$ cat src/rtl/alu_arbiter.sv
// alu_arbiter: shares one combinational ALU between the core datapath (requester 0)
// and the auxiliary engine (requester 1). One transaction in flight: IDLE -> EXEC -> RESP.
module alu_arbiter #(
    parameter int unsigned W          = 8,
    parameter int unsigned Ops        = 4,
    parameter bit          PRIO_FIXED = 1'b0
) (
    input  logic           clk,
    input  logic           rst,

    input  logic           req0_valid,
    output logic           req0_ready,
    input  logic [Ops-1:0] req0_op,
    input  logic [W-1:0]   req0_a,
    input  logic [W-1:0]   req0_b,
    output logic           rsp0_valid,
    input  logic           rsp0_ready,
    output logic [W-1:0]   rsp0_out,
    output logic           rsp0_flag,

    input  logic           req1_valid,
    output logic           req1_ready,
    input  logic [Ops-1:0] req1_op,
    input  logic [W-1:0]   req1_a,
    input  logic [W-1:0]   req1_b,
    output logic           rsp1_valid,
    input  logic           rsp1_ready,
    output logic [W-1:0]   rsp1_out,
    output logic           rsp1_flag,

    output logic [W-1:0]   alu_a,
    output logic [W-1:0]   alu_b,
    output logic [Ops-1:0] alu_op,
    input  logic [W-1:0]   alu_out,
    input  logic           alu_flag,

    output logic           busy
);

    typedef enum logic [1:0] {
        IDLE = 2'd0,
        EXEC = 2'd1,
        RESP = 2'd2
    } state_t;

    typedef struct packed {
        logic [Ops-1:0] op;
        logic [W-1:0]   a;
        logic [W-1:0]   b;
    } req_t;

    state_t state;
    state_t next_state;
    req_t   opnd;
    req_t   sel_req;
    logic   owner;
    logic   last_owner;
    logic   grant0;
    logic   grant1;
    logic   accept;
    logic   capture;
    logic   retire;

    // A lone request wins; a tie goes to requester 0 (fixed) or away from last_owner.
    always_comb begin
        grant0 = 1'b0;
        grant1 = 1'b0;
        if (req0_valid && req1_valid) begin
            if (PRIO_FIXED || last_owner) begin
                grant0 = 1'b1;
            end else begin
                grant1 = 1'b1;
            end
        end else begin
            grant0 = req0_valid;
            grant1 = req1_valid;
        end
    end

    assign sel_req = grant1 ? {req1_op, req1_a, req1_b} : {req0_op, req0_a, req0_b};

    always_ff @(posedge clk or posedge rst) begin
        if (rst) begin
            state <= IDLE;
        end else begin
            state <= next_state;
        end
    end

    // Ready is only offered in IDLE, so a held response blocks new requests.
    always_comb begin
        next_state = state;
        req0_ready = 1'b0;
        req1_ready = 1'b0;
        accept     = 1'b0;
        capture    = 1'b0;
        retire     = 1'b0;
        case (state)
            IDLE: begin
                req0_ready = grant0;
                req1_ready = grant1;
                if (grant0 || grant1) begin
                    accept     = 1'b1;
                    next_state = EXEC;
                end
            end
            EXEC: begin
                capture    = 1'b1;
                next_state = RESP;
            end
            RESP: begin
                if (owner ? rsp1_ready : rsp0_ready) begin
                    retire     = 1'b1;
                    next_state = IDLE;
                end
            end
            default: next_state = IDLE;
        endcase
    end

    // Operand registers double as the ALU drive and are only non-zero during EXEC.
    always_ff @(posedge clk or posedge rst) begin
        if (rst) begin
            opnd       <= '0;
            owner      <= 1'b0;
            last_owner <= 1'b1;
            rsp0_valid <= 1'b0;
            rsp0_out   <= '0;
            rsp0_flag  <= 1'b0;
            rsp1_valid <= 1'b0;
            rsp1_out   <= '0;
            rsp1_flag  <= 1'b0;
            busy       <= 1'b0;
        end else begin
            busy <= (next_state != IDLE);
            if (accept) begin
                opnd       <= sel_req;
                owner      <= grant1;
                last_owner <= grant1;
            end
            if (capture) begin
                opnd <= '0;
                if (owner) begin
                    rsp1_out   <= alu_out;
                    rsp1_flag  <= alu_flag;
                    rsp1_valid <= 1'b1;
                end else begin
                    rsp0_out   <= alu_out;
                    rsp0_flag  <= alu_flag;
                    rsp0_valid <= 1'b1;
                end
            end
            if (retire) begin
                rsp0_valid <= 1'b0;
                rsp1_valid <= 1'b0;
            end
        end
    end

    assign alu_a  = opnd.a;
    assign alu_b  = opnd.b;
    assign alu_op = opnd.op;

endmodule

$ cat config.mk
export PLATFORM = sky130hd
export DESIGN_NAME = alu_arbiter
export DESIGN_NICKNAME = d
export VERILOG_FILES = /design/src/rtl/alu_arbiter.sv
export SDC_FILE = /design/constraint.sdc
export NUM_CORES = 1
export LEC_CHECK = 0
export BUFFER_PORTS_ARGS = -buffer_cell sky130_fd_sc_hd__buf_2
export CORE_ASPECT_RATIO = 1.75
export CORE_MARGIN = 4
export CORE_UTILIZATION = 48
export DETAILED_ROUTE_END_ITERATION = 10
export GPL_TIMING_DRIVEN = 0
export MAX_ROUTING_LAYER = met4
export PLACE_DENSITY_LB_ADDON = 0.05
export SLEW_MARGIN = 20
export SYNTH_ARGS = -nofsm -noshare
export SYNTH_HDL_FRONTEND = slang
export SYNTH_SLANG_ARGS = --single-unit
$ cat constraint.sdc
create_clock -name clk -period 2.4 [get_ports clk]
set_input_delay 0.24 -clock clk [delete_from_list [all_inputs] [get_ports clk]]
set_output_delay 0.24 -clock clk [all_outputs]
set_load 0.02 [all_outputs]
# Word level (Yosys, flattened, before mapping)
# Cells that the tools add are included.
# totals
input_bits	55
regBits	45
output_inout_bits	43
word_cells	52
# op_classes
n_reduce_logical	11
n_eq_ne	3
n_mux	24
n_bitwise	1
# ops
operator	n
$mux W20	3
$mux W1	18
$reduce_and A2 Y1	4
$reduce_bool A2 Y1	4
$pmux W2 S3	1
$mux W2	2
$eq A2 B1 Y1 const B	1
$eq A2 B2 Y1 const B	1
$logic_not A2 Y1	1
$ne A2 B1 Y1 const B	1
$logic_and A1 B1 Y1	1
$logic_or A1 B1 Y1	1
$not A1 Y1	1

# Longest topological paths before layout
# logic_depth
depth_word	7
ltp_mapped	4

# Least setup slack after synthesis
# No wires, ideal clock.
# synth_timing
path_kind	reg-to-reg
startpoint	register state[1]
endpoint	register rsp0_flag
path_slack_ps	1041
required_time_ps	2275
path_stages_with_launch	4
period_less_slack_ps	1359
t_arrival_ps	1234
path_cell_list	dfrtp_1 -> nand2b_1 -> nor2_2 -> mux2_2
# synth_via
elab_chain_len	3
# synth_lines
item	line_no	source
start: declaration	52	state_t state;
start signal: assignment	86	state <= next_state;
$eq A2 B1 Y1	98	case (state)
$mux W1	98	
$reduce_and A2 Y1 (no source line)	--	
end signal: assignment	149	rsp0_flag <= alu_flag;
end: declaration	19	output logic rsp0_flag,
# Every way passes these cells.
# A chain may end at the register's enable or synchronous reset.

# Final worst setup path
# layout_timing
startpoint	register last_owner
endpoint	output port req0_ready
# layout_via
elab_chain_len	3
# layout_lines
item	line_no	source
start: declaration	57	logic last_owner;
start signal: assignment	139	last_owner <= grant1;
$mux W1	69	if (PRIO_FIXED || last_owner) begin
$mux W1	68	if (req0_valid && req1_valid) begin
$mux W1	98	
end: declaration	12	output logic req0_ready,
# Every way passes these cells.

==> impl_metrics.csv <==
group,metric,value,unit
power_and_ir_drop,peakVddDrop,0.773,mV
routing,drt_iter0_markers,42,
sta,skew,6.14,ps
clocking,cts_tree,"done",
global_route,grt_max_degree,27,
floorplan,start_util,0.493,
worst_setup_path,crit_path_start_kind,"flop",
power_and_ir_drop,powerDensity,1390,nW/µm²
floorplan,die-area,5080,µm²
power_and_ir_drop,swShare,0.383,
routing,drt-wirelength-per-cell,15.7,µm
clocking,cts.htree.levels,2,
synthesis,synth_area,1900,µm²
global_route,grt_pass1_vias,1723,
synthesis,yosysUniqueCellTypes,25,
routing,drc,0,
sta,rsz0062_at_grt,"no",
final_layout,nets,304,
worst_setup_path,path_class,"flop to output pin",
routing,drt_wl_total,4670,µm
sta,fin_tns_setup,0,ps
sta,slew_violations,0,
clocking,clk_latency,290,ps
routing,viasPerCell,5.35,
power_and_ir_drop,p_sw,1.40,mW
power_and_ir_drop,p_int,2.26,mW
flow_run,max_cap_viol_count,0,
final_layout,syn2layout_area_growth,37.8,%
synthesis,syn_avg_cell_area,13.3,µm²
final_layout,antennaDiodeCount,0,
placed_design,placed_area,2480,µm²
worst_setup_path,arrival,1630,ps
power_and_ir_drop,fin_total_pwr,3.66,mW
routing,drt_pre_antenna_iters,4,
global_route,grt_pass1_wl,7950,µm
sta,tightest_slew,498,ps
clocking,cts-buffers-inserted,5,
synthesis,netlist_instances,143,
placed_design,portBuffers,97,
sta,relSlewSlack,0.668,
floorplan,io_pins,98,
worst_setup_path,cp-end-kind,"output pin",
global_route,grtUsageTotal,0.202,
final_layout,drive_gt1_frac,0.548,
routing,dr_total_vias,1594,
sta,period_needed,1870,ps
final_layout,nFillCells,317,
outcome,status,"complete, no violations",
synthesis,ys_seq_area_frac,0.592,
synthesis,synth.ff_latch_count,45,
floorplan,die_w,55.6,µm
sta,worst_hold_slack,170,ps
power_and_ir_drop,leakage,1.41,nW
final_layout,ff_latch_area,1130,µm²
global_route,antenna_found_initial,0,
floorplan,rows,30,
placed_design,gp_congestion,0.768,
clocking,cts.clk_slew.worst_paths,90,ps
power_and_ir_drop,power_frac_clock,0.187,
worst_setup_path,cp_max_fo,10,
sta,post-route-period-util,0.780,
min_path,hp-class,"primary input to flop",
clocking,post_cts_buffers,0,
clocking,cts_max_path_buffers,2,
sta,hold_violations,0,
final_layout,stdcell_area,2630,µm²
routing,ant_nets,0,
synthesis,syn-num-nets,198,
sta,finalSetupViolCount,0,
clocking,cts_sinks,45,
worst_setup_path,cp.required,2160,ps
final_layout,multiInputGateArea,701,µm²
global_route,gr-total-overflow,0,
power_and_ir_drop,power_frac_comb,0.452,
sta,fmax,534,MHz
placed_design,hpwl,3690,µm
synthesis,ys_warn_count,0,
floorplan,die_y,91.3,µm
clocking,ctsRootBufferMaster,"clkbuf_8",
floorplan,core-area,3870,µm²
power_and_ir_drop,seqPwrFrac,0.361,
[kinds of logic after synthesis]
group / share of synthesized area
mux: 0.106
flops: 0.592
compound gates: 0.138
simple gates: 0.124
buf+inv: 0.0401
[power by group through the flow]
stage | clock (mW) | combinational (mW) | sequential, mW
floorplan | 0 | 0.736 | 1.70
global placement | 0 | 1.63 | 1.31
detailed placement | 0 | 1.68 | 1.33
CTS | 0.704 | 1.68 | 1.32
global route | 0.738 | 1.79 | 1.37
finish | 0.685 | 1.66 | 1.32
[routing by layer]
metal,share of wire,wire length [µm],vias up,track usage
met5,0,0,-,-
met4,0.015,72,0,0.0730
met3,0.078,365,5,0.0413
met2,0.53,2490,77,0.344
met1,0.37,1740,765,0.233
li1,-,-,747,-
[cells in the mapped netlist, drive strengths merged]
| cell type | number | area share |
|---|---|---|
| a21oi | 4 | 0.011 |
| or2 | 1 | 0.0046 |
| mux2 | 18 | 0.11 |
| nor3b | 1 | 0.0066 |
| and3 | 21 | 0.072 |
| a221o | 20 | 0.11 |
| clkbuf | 3 | 0.0059 |
| and2 | 1 | 0.0033 |
| nor3 | 1 | 0.0026 |
| inv | 4 | 0.0079 |
| nand2b | 3 | 0.0099 |
| nor2b | 1 | 0.0033 |
| o21bai | 2 | 0.0079 |
| o21a | 1 | 0.0039 |
| dfstp | 1 | 0.014 |
| nand2 | 4 | 0.0092 |
| dfrtp | 44 | 0.58 |
| buf | 5 | 0.026 |
| o21ai | 4 | 0.011 |
| nor2 | 3 | 0.0085 |
| and2b | 1 | 0.0039 |
[per-stage QoR]
stage	cells	utilization	setup slack, ps
after floorplan	143	-	1040
after global placement	288	0.634	613
after detailed placement	289	0.641	813
after CTS	298	0.679	500
after global routing	298	0.679	390
final	298	0.679	527
[critical path, cell delays in order (launching register included)]
cell and delay, ps:
dfstp_2 560, nand2b_1 140, clkbuf_1 300, and2_1 170, buf_2 160
[state kept, by name, summed over array words and instances (netlist names)]
register / cells
state: 2
rsp0_flag: 1
rsp0_valid: 1
alu_op: 4
busy: 1
rsp1_out: 8
alu_b: 8
rsp1_flag: 1
rsp1_valid: 1
last_owner: 1
alu_a: 8
rsp0_out: 8
owner: 1
[area by class of cell]
cell class	count	area share
sequential	45	0.429
clock inverter	3	0.0262
inverter	4	0.00572
timing repair buffer	99	0.199
clock buffer	5	0.0262
multi-input combinational	86	0.267
tap	48	0.0229
buffer	8	0.0234
[worst paths after layout]
kind / slack (ps) / depth (start not counted) / startpoint / endpoint
max: 530 / 4 / last_owner / req0_ready
min: 170 / 2 / req1_a[6] / alu_a[6]
max reg2reg: 820 / 3 / state[1] / rsp0_out[7]
min reg2reg: 510 / 1 / rsp0_out[3] / rsp0_out[3]
max in group asynchronous: 1420 / 4 / rst / alu_b[5]
min in group asynchronous: 500 / 3 / rst / alu_a[3]
[layout by cell type (no fill, tap or decap), types with 3 or more instances in the layout]
| cell | count |
|---|---|
| buf_6 | 4 |
| o21ai_0 | 4 |
| dfrtp_1 | 44 |
| a221o_1 | 20 |
| a21oi_1 | 4 |
| inv_1 | 3 |
| clkbuf_8 | 5 |
| mux2_2 | 18 |
| nand2b_1 | 3 |
| clkbuf_1 | 3 |
| nand2_1 | 3 |
| and3_1 | 20 |
| buf_2 | 98 |
[what timing repair did]
| item | 4_1_cts | 5_1_grt |
|---|---|---|
| resized for setup | 0 | 0 |
| hold buffers | 1 | 0 |
| hold endpoints to repair | 18 | 0 |
Note: power is estimated with default switching activity, not from simulation.
